File: config.mk
export PLATFORM = sky130hd
export DESIGN_NAME = imgproc_msg_reader
export DESIGN_NICKNAME = d
export VERILOG_FILES = /design/src/rtl/imgproc_pkg.sv /design/src/rtl/imgproc_mm_rd_port.sv /design/src/rtl/imgproc_msg_reader.sv
export SDC_FILE = /design/constraint.sdc
export NUM_CORES = 1
export LEC_CHECK = 0
export CAP_MARGIN = 20
export CORE_AREA = 3 3 154 119
export CTS_BUF_LIST = sky130_fd_sc_hd__clkbuf_4 sky130_fd_sc_hd__clkbuf_8
export CTS_CLUSTER_DIAMETER = 30
export DETAILED_ROUTE_END_ITERATION = 10
export DIE_AREA = 0 0 157 122
export PLACE_DENSITY_LB_ADDON = 0.08
export SLEW_MARGIN = 40
export SYNTH_ARGS = -nofsm -noshare
export SYNTH_HDL_FRONTEND = slang
export SYNTH_SLANG_ARGS = --single-unit
File: constraint.sdc
create_clock -name clk -period 4.5 [get_ports clk]
set_clock_uncertainty 0.1 [all_clocks]
set_input_delay 0.9 -clock clk [delete_from_list [all_inputs] [get_ports clk]]
set_output_delay 0.9 -clock clk [all_outputs]
set_load 0.05 [all_outputs]
File: src/rtl/imgproc_pkg.sv
// Shared definitions for the image-processor slave and its message reader:
// register map, status-word fields, message header and reader state encoding.
package imgproc_pkg;

  // Slave register map
  localparam logic [2:0] IMG_ADDR_STATUS = 3'd0;
  localparam logic [2:0] IMG_ADDR_MSG    = 3'd1;
  localparam logic [2:0] IMG_ADDR_ID     = 3'd2;
  localparam logic [2:0] IMG_ADDR_COLOUR = 3'd3;

  // Status word fields
  localparam int STAT_FLUSH_BIT = 4;
  localparam int STAT_CNT_LSB   = 8;
  localparam int STAT_CNT_MSB   = 15;

  // Writing this to the status register empties the slave's message FIFO
  localparam logic [31:0] IMG_FLUSH_WORD = 32'h1 << STAT_FLUSH_BIT;

  // "RBB" message header, zero-extended
  localparam logic [31:0] IMG_HDR_WORD = 32'h0052_4242;

  typedef enum logic [3:0] {
    ST_IDLE,
    ST_FLUSH,
    ST_STAT_RD,
    ST_STAT_CAP,
    ST_HDR_RD,
    ST_HDR_CAP,
    ST_GAP,
    ST_DAT_RD,
    ST_DAT_CAP,
    ST_PUBLISH,
    ST_GAP_RESYNC
  } rd_state_e;

endpackage

File: src/rtl/imgproc_mm_rd_port.sv
// Single-transfer bus sequencer. A request becomes a one-cycle registered
// strobe; requests arriving while a strobe is on the bus are ignored, so every
// strobe is followed by at least one idle cycle (the slave edge-detects reads).
// Read data is handed back in the cycle after the strobe with rd_done high.
module imgproc_mm_rd_port
  import imgproc_pkg::*;
(
  input  logic        clk,
  input  logic        reset_n,
  input  logic        req_rd,
  input  logic        req_wr,
  input  logic [2:0]  req_addr,
  input  logic [31:0] req_wdata,
  output logic        m_chipselect,
  output logic        m_read,
  output logic        m_write,
  output logic [2:0]  m_address,
  output logic [31:0] m_writedata,
  input  logic [31:0] m_readdata,
  output logic [31:0] rd_data,
  output logic        rd_done
);

  logic        rd_q, rd_d, wr_q, wr_d, cap_q, cap_d;
  logic [2:0]  addr_q, addr_d;
  logic [31:0] wdata_q, wdata_d;
  logic        bus_idle;

  assign bus_idle = !(rd_q || wr_q);

  // Launch a strobe only from an idle bus cycle; reads win over writes
  always_comb begin
    rd_d    = bus_idle && req_rd;
    wr_d    = bus_idle && req_wr && !req_rd;
    addr_d  = (rd_d || wr_d) ? req_addr : 3'd0;
    wdata_d = wr_d ? req_wdata : 32'd0;
    cap_d   = rd_q;
  end

  // Bus-side registers
  always_ff @(posedge clk or negedge reset_n) begin
    if (!reset_n) begin
      rd_q    <= 1'b0;
      wr_q    <= 1'b0;
      cap_q   <= 1'b0;
      addr_q  <= 3'd0;
      wdata_q <= 32'd0;
    end else begin
      rd_q    <= rd_d;
      wr_q    <= wr_d;
      cap_q   <= cap_d;
      addr_q  <= addr_d;
      wdata_q <= wdata_d;
    end
  end

  assign m_chipselect = rd_q || wr_q;
  assign m_read       = rd_q;
  assign m_write      = wr_q;
  assign m_address    = addr_q;
  assign m_writedata  = wdata_q;
  assign rd_data      = m_readdata;
  assign rd_done      = cap_q;

endmodule

File: src/rtl/imgproc_msg_reader.sv
// Drains the image processor's area-message FIFO: polls the status word,
// reads header + red/yellow/blue, and publishes the three areas atomically
// with a one-cycle areas_valid strobe.
// Build option IMGPROC_MSG_FLUSH_EN: flush the slave FIFO after reset and on
// every header mismatch instead of discarding a single word.
module imgproc_msg_reader
  import imgproc_pkg::*;
#(
  parameter int          POLL_CYCLES = 1024,
  parameter int          MSG_WORDS   = 4,
  parameter logic [31:0] HDR_WORD    = IMG_HDR_WORD,
  parameter logic [2:0]  ADDR_STATUS = IMG_ADDR_STATUS,
  parameter logic [2:0]  ADDR_MSG    = IMG_ADDR_MSG
) (
  input  logic        clk,
  input  logic        reset_n,
  input  logic        enable,
  output logic        m_chipselect,
  output logic        m_read,
  output logic        m_write,
  output logic [2:0]  m_address,
  output logic [31:0] m_writedata,
  input  logic [31:0] m_readdata,
  output logic [31:0] area_red,
  output logic [31:0] area_yellow,
  output logic [31:0] area_blue,
  output logic        areas_valid,
  output logic [7:0]  sync_err_count,
  output logic        busy
);

  localparam int TW = (POLL_CYCLES > 2) ? $clog2(POLL_CYCLES) : 1;
  localparam int KW = (MSG_WORDS > 2) ? $clog2(MSG_WORDS) : 1;
  localparam int NA = MSG_WORDS - 1;

  rd_state_e            state_q, state_d;
  logic [TW-1:0]        timer_q, timer_d;
  logic [KW-1:0]        k_q, k_d;
  logic [NA-1:0][31:0]  shadow_q, shadow_d;
  logic [NA-1:0][31:0]  area_q, area_d;
  logic                 valid_q, valid_d;
  logic [7:0]           err_q, err_d;
  logic                 busy_q, busy_d;
  logic                 req_rd, req_wr;
  logic [2:0]           req_addr;
  logic [31:0]          rd_data;
  logic                 rd_done;
  logic [7:0]           stat_cnt;
`ifdef IMGPROC_MSG_FLUSH_EN
  logic                 flush_pend_q, flush_pend_d;
`endif

  assign stat_cnt = rd_data[STAT_CNT_MSB:STAT_CNT_LSB];

  // Next-state and datapath; bus requests are derived from the next state so
  // the registered strobe lines up with the *_RD / FLUSH state cycle
  always_comb begin
    state_d  = state_q;
    timer_d  = timer_q;
    k_d      = k_q;
    shadow_d = shadow_q;
    area_d   = area_q;
    valid_d  = 1'b0;
    err_d    = err_q;
`ifdef IMGPROC_MSG_FLUSH_EN
    flush_pend_d = flush_pend_q;
`endif
    case (state_q)
      ST_IDLE: begin
        if (timer_q != '0) timer_d = timer_q - 1'b1;
        else if (enable) begin
          state_d = ST_STAT_RD;
`ifdef IMGPROC_MSG_FLUSH_EN
          if (flush_pend_q) state_d = ST_FLUSH;
`endif
        end
      end
      ST_FLUSH: begin
`ifdef IMGPROC_MSG_FLUSH_EN
        flush_pend_d = 1'b0;
`endif
        state_d = ST_GAP_RESYNC;
      end
      ST_STAT_RD: state_d = ST_STAT_CAP;
      ST_STAT_CAP: if (rd_done) begin
        if (stat_cnt >= 8'(MSG_WORDS) && enable) state_d = ST_HDR_RD;
        else begin
          // Too few words: back off for a poll interval; disabled: park
          state_d = ST_IDLE;
          timer_d = (stat_cnt < 8'(MSG_WORDS)) ? TW'(POLL_CYCLES - 1) : '0;
        end
      end
      ST_HDR_RD: state_d = ST_HDR_CAP;
      ST_HDR_CAP: if (rd_done) begin
        if (rd_data == HDR_WORD) begin
          k_d     = '0;
          state_d = ST_GAP;
        end else begin
          if (err_q != 8'hFF) err_d = err_q + 8'd1;
`ifdef IMGPROC_MSG_FLUSH_EN
          state_d = ST_FLUSH;
`else
          // Drop just this word; the next one is tried as a header
          state_d = ST_GAP_RESYNC;
`endif
        end
      end
      ST_GAP:    state_d = ST_DAT_RD;
      ST_DAT_RD: state_d = ST_DAT_CAP;
      ST_DAT_CAP: if (rd_done) begin
        shadow_d[k_q] = rd_data;
        if (k_q < KW'(MSG_WORDS - 2)) begin
          k_d     = k_q + 1'b1;
          state_d = ST_GAP;
        end else state_d = ST_PUBLISH;
      end
      ST_PUBLISH: begin
        area_d  = shadow_q;
        valid_d = 1'b1;
        state_d = ST_GAP_RESYNC;
      end
      ST_GAP_RESYNC: begin
        // Go straight back to the status read so queued messages drain
        timer_d = '0;
        state_d = enable ? ST_STAT_RD : ST_IDLE;
      end
      default: state_d = ST_IDLE;
    endcase
    busy_d   = (state_d != ST_IDLE);
    req_rd   = (state_d == ST_STAT_RD) || (state_d == ST_HDR_RD) || (state_d == ST_DAT_RD);
    req_wr   = (state_d == ST_FLUSH);
    req_addr = ((state_d == ST_HDR_RD) || (state_d == ST_DAT_RD)) ? ADDR_MSG : ADDR_STATUS;
  end

  // Reader state and published outputs
  always_ff @(posedge clk or negedge reset_n) begin
    if (!reset_n) begin
      state_q  <= ST_IDLE;
      timer_q  <= '0;
      k_q      <= '0;
      shadow_q <= '0;
      area_q   <= '0;
      valid_q  <= 1'b0;
      err_q    <= 8'd0;
      busy_q   <= 1'b0;
    end else begin
      state_q  <= state_d;
      timer_q  <= timer_d;
      k_q      <= k_d;
      shadow_q <= shadow_d;
      area_q   <= area_d;
      valid_q  <= valid_d;
      err_q    <= err_d;
      busy_q   <= busy_d;
    end
  end

`ifdef IMGPROC_MSG_FLUSH_EN
  // A flush is owed after every reset, ahead of the first poll
  always_ff @(posedge clk or negedge reset_n) begin
    if (!reset_n) flush_pend_q <= 1'b1;
    else          flush_pend_q <= flush_pend_d;
  end
`endif

  imgproc_mm_rd_port u_port (
    .clk          (clk),
    .reset_n      (reset_n),
    .req_rd       (req_rd),
    .req_wr       (req_wr),
    .req_addr     (req_addr),
    .req_wdata    (IMG_FLUSH_WORD),
    .m_chipselect (m_chipselect),
    .m_read       (m_read),
    .m_write      (m_write),
    .m_address    (m_address),
    .m_writedata  (m_writedata),
    .m_readdata   (m_readdata),
    .rd_data      (rd_data),
    .rd_done      (rd_done)
  );

  assign area_red       = area_q[0];
  assign area_yellow    = area_q[1];
  assign area_blue      = area_q[2];
  assign areas_valid    = valid_q;
  assign sync_err_count = err_q;
  assign busy           = busy_q;

endmodule

==> impl_metrics.env, run 1 <==
export IMPL_synth_area_leaders="dfrtp_1 60%, mux2_1 16%, mux2_2 8.2%, buf_4 2.8%, buf_2 1.0%"
export IMPL_nets=844
export IMPL_first_pass_iters=4
export IMPL_grt_usage_pct=20.7
export IMPL_place_inst=975
export IMPL_internal_power_mw=4.82
export IMPL_netlist_area_leader_share_pct=60.2
export IMPL_synth_area_um2=9230
export IMPL_cts_hold_buffers=0
export IMPL_worstSetupEndpointType="flip-flop"
export IMPL_htreeDepth=2
export IMPL_port_buffers=145
export IMPL_clock_latency_ns=0.52
export IMPL_tightest_slew_ns=0.764
export IMPL_finalWorstSetupSlack_ns=1.51
export IMPL_place_hpwl_um=13200
export IMPL_sequentialPowerShare_pct=36.3
export IMPL_vias=5704
export IMPL_grt_first_pass_wirelength_um=31400
export IMPL_slowest_stage="clkdlybuf4s50_1"
export IMPL_clockRootBuffer="clkbuf_8"
export IMPL_postCtsSetupBuffers=0
export IMPL_critPathArrivalTime_ns=3.28
export IMPL_grt_overflow=0
export IMPL_period_share_pct=66.5
export IMPL_syn_area_per_cell_um2=14.4
export IMPL_die_y_um=122
export IMPL_cts_sinks=222
export IMPL_num_rows=41
export IMPL_cpPeakStageDelay_ns=0.66
export IMPL_placed_cell_area_um2=10800
export IMPL_fin_setup_tns_ns=0
export IMPL_total_power_mw=7.92
export IMPL_final_area_um2=11600
export IMPL_path_cells="clkdlybuf4s50_1 > nor4bb_1 > nand4_1 > o31a_1 > and4_1 > xor2_1"
export IMPL_ys_seq_area_share_pct=60.2
export IMPL_antenna_found_initial=0
export IMPL_yosysTopAreaCell="dfrtp_1"
export IMPL_cp_start_kind="input port"
export IMPL_wire_per_inst_um=18.8
export IMPL_hold_ws_ns=0.237
export IMPL_dp_slack_ns=0.970
export IMPL_clockBufferDepth=3
export IMPL_place_gp_congestion=0.853
export IMPL_core_area_um2=16800
export IMPL_ys_types=61
export IMPL_initial_utilization_pct=55.0
export IMPL_diodes=0
export IMPL_io_pin_count=179
export IMPL_fin_cells=1045
export IMPL_swShare_pct=39.1
export IMPL_cts_repair_resized=0
export IMPL_yosysWarnings=0
export IMPL_drv_slew=0
export IMPL_max_slew_margin_rel_pct=49.1
export IMPL_setup_viol=0
export IMPL_power_share_combinational_pct=39.3
export IMPL_p_switching_mw=3.10
export IMPL_ir_worst_vdd_mv=0.445
export IMPL_clockPowerShare_pct=24.4
export IMPL_ys_flop_type="dfrtp_1"
export IMPL_critical_path_class="input port to flip-flop"
export IMPL_power_density_nw_per_um2=681
export IMPL_first_global_vias=5918
export IMPL_drt_total_wl_um=19700
export IMPL_max_freq_mhz=334
export IMPL_rsz0062_at_grt="false"
export IMPL_cts_made_buffers=41
export IMPL_syn_inst=642
export IMPL_die_area_um2=19200
export IMPL_hold_path_class="input port to async pin"
export IMPL_via_per_inst=5.46
export IMPL_cap_viol_max_count=0
export IMPL_drc=0
export IMPL_grt_max_degree=76
export IMPL_die_w_um=157
export IMPL_path_max_fanout=8
export IMPL_drtIter0Drc=351
export IMPL_hold_viol_final=0
export IMPL_ant_nets=0
export IMPL_area_delta_synth_final_pct=26.0
export IMPL_drive_gt1_share_pct=18.4
export IMPL_synthArstFlopShare_pct=100
export IMPL_status="finished, final reports clean"
export IMPL_synth_seq_cells=222
export IMPL_period_needed_ns=2.99
export IMPL_final_core_util_pct=69.3
export IMPL_worst_ep_required_time_ns=4.79
export IMPL_total_leakage_power_nw=5.35
export IMPL_clk_pin_slew_worst_paths_ns=0.06
export IMPL_synth_enable_flop_cells=0
export IMPL_cts_tree="done"
## sequential cells by signal (all words and copies together) (netlist names)
name and flops:
area_blue 32, area_red 32, area_yellow 32, areas_valid 1, busy 1, k_q 2
shadow_q 96, state_q 4, sync_err_count 8, timer_q 10, u_port.m_address 1, u_port.m_read 1
u_port.m_writedata 1, u_port.rd_done 1
## kinds of logic after synthesis
kind of cell    Yosys count  share of synthesized area [%]
xor+xnor                  8                          0.759
simple gates             83                           5.40
compound gates           53                           4.18
other cells               1                         0.0406
fa+ha+maj                 6                          0.814
mux                     196                           23.9
buf+inv                  73                           4.69
flops                   222                           60.2
## worst paths after layout
kind | from | to | slack [ns] | cells after the start
hold reg to reg | u_port.m_read$_DFF_PN0_ | u_port.rd_done$_DFF_PN0_ | 0.33 | 0
setup reg to reg | state_q[2]$_DFF_PN0_ | shadow_q[35]$_DFFE_PN0P_ | 1.76 | 4
hold / removal | reset_n | shadow_q[61]$_DFFE_PN0P_ | 0.24 | 1
min in group clk | u_port.m_read$_DFF_PN0_ | u_port.rd_done$_DFF_PN0_ | 0.33 | 0
setup / recovery | m_readdata[14] | sync_err_count[4]$_DFFE_PN0P_ | 1.51 | 6
max in group asynchronous | reset_n | area_blue[1]$_DFFE_PN0P_ | 2.97 | 3
## cell usage in the layout, fill, tap and decap left out, types with 8 or more instances in the layout
cell,instances
conb_1,34
nor2_1,9
o21ai_0,11
nand2_1,13
mux2_2,67
clkdlybuf4s50_1,144
dfrtp_1,222
a21oi_1,8
clkbuf_8,50
clkbuf_4,11
mux2_1,128
## power by group through the flow
stage                     clock [mW]  sequential, mW  combinational [mW]
after detailed placement           0            2.91                3.12
final                           1.93            2.88                3.11
after global routing            2.09            2.95                3.28
after floorplan                    0            3.91                1.09
after CTS                       1.98            2.88                3.13
after global placement             0            2.88                3.05
## worst max-delay path, delay by kind of cell
kind,cells,cell delay [ns]
compound gates,1,0.52
buf+inv,1,0.66
simple gates,3,1.04
xor+xnor,1,0.14
## Yosys cell counts (all sizes together) (5+ instances only)
library cell,number
inv,7
xnor2,5
nand2b,5
ha,6
nand3,7
nor2,10
nand4,6
a32o,5
buf,54
a21oi,9
o21ai,13
nor4,7
dfrtp,222
nand2,17
clkbuf,11
mux2,195
## cell type report
| type | count | area, um^2 |
|---|---|---|
| flip-flops and latches | 222 | 5560 |
| inverters | 8 | 30.0 |
| well taps | 215 | 269 |
| multi-input cells | 380 | 3400 |
| fillers | 1179 | 5150 |
| repair buffers | 150 | 1530 |
| clock inverters | 10 | 86.3 |
| clock buffers | 60 | 757 |
## per-layer routing
layer | part of all wire [%] | wire [um] | vias up | track usage [%]
met5 | 0 | 0 | - | 0
met3 | 6.9 | 1360 | 22 | 6.21
met1 | 45 | 8910 | 2917 | 29.0
met4 | 0.99 | 195 | 0 | 5.25
met2 | 47 | 9200 | 203 | 32.1
li1 | - | - | 2562 | -
No activity file was read; power rests on OpenSTA's default activity.
==> run 2: changes to the inputs <==
--- a/config.mk
+++ b/config.mk
@@ -6,11 +6,11 @@
 export NUM_CORES = 1
 export LEC_CHECK = 0
 export CAP_MARGIN = 20
-export CORE_AREA = 3 3 154 119
+export CORE_AREA = 3 3 165 127
 export CTS_BUF_LIST = sky130_fd_sc_hd__clkbuf_4 sky130_fd_sc_hd__clkbuf_8
 export CTS_CLUSTER_DIAMETER = 30
 export DETAILED_ROUTE_END_ITERATION = 10
-export DIE_AREA = 0 0 157 122
+export DIE_AREA = 0 0 168 130
 export PLACE_DENSITY_LB_ADDON = 0.08
 export SLEW_MARGIN = 40
 export SYNTH_ARGS = -nofsm -noshare
==> constraint.sdc (replaced) <==
create_clock -name clk -period 2.4 [get_ports clk]
set_clock_uncertainty 0.1 [all_clocks]
set_input_delay 0.48 -clock clk [delete_from_list [all_inputs] [get_ports clk]]
set_output_delay 0.48 -clock clk [all_outputs]
set_load 0.05 [all_outputs]
==> run 2 against run 1 <==
Against the previous run:
- sequential power rose by 86%
- cell count rose by 9.9%
- critical path depth down 5
- first-iteration DRC count rose by 1.4%
- non-clock buffer count grew 61
- via count increased by 3.4%
- register-to-register slack got worse by 1.6 ns
- critical path type is now flip-flop to primary output
- critical endpoint is now area_blue[18]
- largest power group unchanged
==> impl_metrics.env, run 2 (synthesis results as in run 1) <==
export IMPL_status="finished, final reports clean"
export IMPL_grt_usage_pct=19.0
export IMPL_die_w_um=168
export IMPL_diodes=0
export IMPL_ir_worst_vdd_mv=0.935
export IMPL_cp_start_kind="flip-flop"
export IMPL_tightest_slew_ns=0.650
export IMPL_rsz0062_at_grt="false"
export IMPL_nets=905
export IMPL_core_area_um2=19300
export IMPL_min_path_cells=0
export IMPL_final_common_cell="dfrtp_1"
export IMPL_worstSetupEndpointType="primary output"
export IMPL_drc=0
export IMPL_postCtsSetupBuffers=0
export IMPL_placed_cell_area_um2=11300
export IMPL_worstSetupPathDepth=1
export IMPL_vias=5897
export IMPL_largest_reg_flops=96
export IMPL_first_global_vias=6236
export IMPL_clk_pin_slew_worst_paths_ns=0.06
export IMPL_port_buffers=145
export IMPL_io_pin_count=179
export IMPL_cpPeakStageDelay_ns=0.90
export IMPL_total_leakage_power_nw=5.73
export IMPL_hold_path_class="flip-flop to flip-flop"
export IMPL_use_met1_pct=27.8
export IMPL_regMostFlops="shadow_q"
export IMPL_htreeDepth=2
export IMPL_first_pass_iters=5
export IMPL_antenna_found_initial=0
export IMPL_place_inst=1073
export IMPL_cts_sinks=222
export IMPL_worst_ep_required_time_ns=1.82
export IMPL_nFillCells=1504
export IMPL_layout_common_cells="222 x dfrtp_1, 138 x clkdlybuf4s50_1, 128 x mux2_1, 67 x mux2_2, 58 x buf_4"
export IMPL_max_slew_margin_rel_pct=56.3
export IMPL_ff2ff_path_depth=5
export IMPL_final_area_um2=12300
export IMPL_top_usage_layer="met2"
export IMPL_grtUsageMet2_pct=29.3
export IMPL_cap_viol_max_count=0
export IMPL_drtIter0Drc=356
export IMPL_path_max_fanout=2
export IMPL_clock_latency_ns=0.52
export IMPL_drv_slew=0
export IMPL_via_per_inst=5.14
export IMPL_critPathArrivalTime_ns=1.77
export IMPL_fin_cells=1148
export IMPL_grt_max_degree=55
export IMPL_critPathTopFamily="buffers and inverters"
export IMPL_cts_tree="done"
export IMPL_clockRootBuffer="clkbuf_8"
export IMPL_max_freq_mhz=425
export IMPL_critical_path_class="flip-flop to primary output"
export IMPL_place_gp_congestion=0.792
export IMPL_drive_gt1_share_pct=24.8
export IMPL_power_density_nw_per_um2=1250
export IMPL_fin_setup_tns_ns=0
export IMPL_period_share_pct=98.0
export IMPL_num_rows=44
export IMPL_ant_nets=0
export IMPL_area_delta_synth_final_pct=33.1
export IMPL_drt_total_wl_um=20700
export IMPL_path_cells="clkdlybuf4s50_1"
export IMPL_grt_overflow=0
export IMPL_die_y_um=130
export IMPL_die_area_um2=21800
export IMPL_place_hpwl_um=14300
export IMPL_grt_use_met3_pct=4.39
export IMPL_grt_first_pass_wirelength_um=33400
export IMPL_setup_viol=0
export IMPL_clockBufferDepth=3
export IMPL_period_needed_ns=2.35
export IMPL_cts_made_buffers=41
export IMPL_wire_per_inst_um=18.0
export IMPL_slowest_stage="clkdlybuf4s50_1"
export IMPL_initial_utilization_pct=47.7
export IMPL_critPathBufInv=1
export IMPL_hold_viol_final=0
run 2: changes by cell type in the layout (fill, tap and decap cells not counted), sizes merged, moves of 2 or more:
cell           before  now
buf                 5   67
clkdlybuf4s50     144  138
clkbuf             61   57
clkinv              6   10
dlymetal6s2s        0    3
bufinv              1    3
clkinvlp            3    5
dlygate4sd2         0    2
run 2: layout make-up:
cell class                      instances  area (um^2)  share of cell area (%)
Timing Repair Buffer                  211         2060                    16.7
Clock buffer                           57          734                    5.98
Multi-Input combinational cell        380         3410                    27.8
Clock inverter                         17          180                    1.47
Inverter                                8         30.0                   0.244
Tap cell                              253          317                    2.58
Sequential cell                       222         5560                    45.2
run 2: what timing repair did:
item / 4_1_cts / 5_1_grt
endpoints found under the setup margin: 3 / 6
pin swaps: 0 / 0
gates cloned: 0 / 0
resized for setup: 3 / 6
hold buffers: 1 / 0
hold endpoints to repair: 42 / 0
run 2: power breakdown:
group | leakage, nW | internal [mW] | total [mW] | switching [mW]
clock network | 0.468 | 2.33 | 3.91 | 1.58
logic | 2.40 | 2.34 | 6.06 | 3.72
registers | 2.86 | 4.74 | 5.37 | 0.627
total | 5.73 | 9.41 | 15.3 | 5.93
run 2: worst paths after layout:
| check | start | end | slack, ns |
|---|---|---|---|
| max | area_blue[18]$_DFFE_PN0P_ | area_blue[18] | 0.05 |
| min | u_port.m_read$_DFF_PN0_ | u_port.rd_done$_DFF_PN0_ | 0.34 |
| max reg2reg | state_q[1]$_DFF_PN0_ | shadow_q[30]$_DFFE_PN0P_ | 0.15 |
| min reg2reg | u_port.m_read$_DFF_PN0_ | u_port.rd_done$_DFF_PN0_ | 0.34 |
| max in group asynchronous | reset_n | state_q[3]$_DFF_PN0_ | 1.16 |
| min in group asynchronous | reset_n | shadow_q[93]$_DFFE_PN0P_ | 0.37 |
run 2: metrics by stage:
step	worst slack (ns)	power [mW]	hold slack [ns]	util, %
floorplan	0.141	9.38	0.0844	-
global placement	-0.603	11.4	0.307	58.6
detailed placement	-0.594	11.5	0.307	58.6
CTS	0.0109	15.5	0.336	63.4
global route	0.00740	16.1	0.339	63.6
finish	0.0492	15.3	0.336	63.6
run 2: routing by layer:
metal	part of all wire [%]	vias up
li1	-	2691
met1	48	3012
met2	45	169
met3	5.9	25
met4	1.3	0
met5	0	-
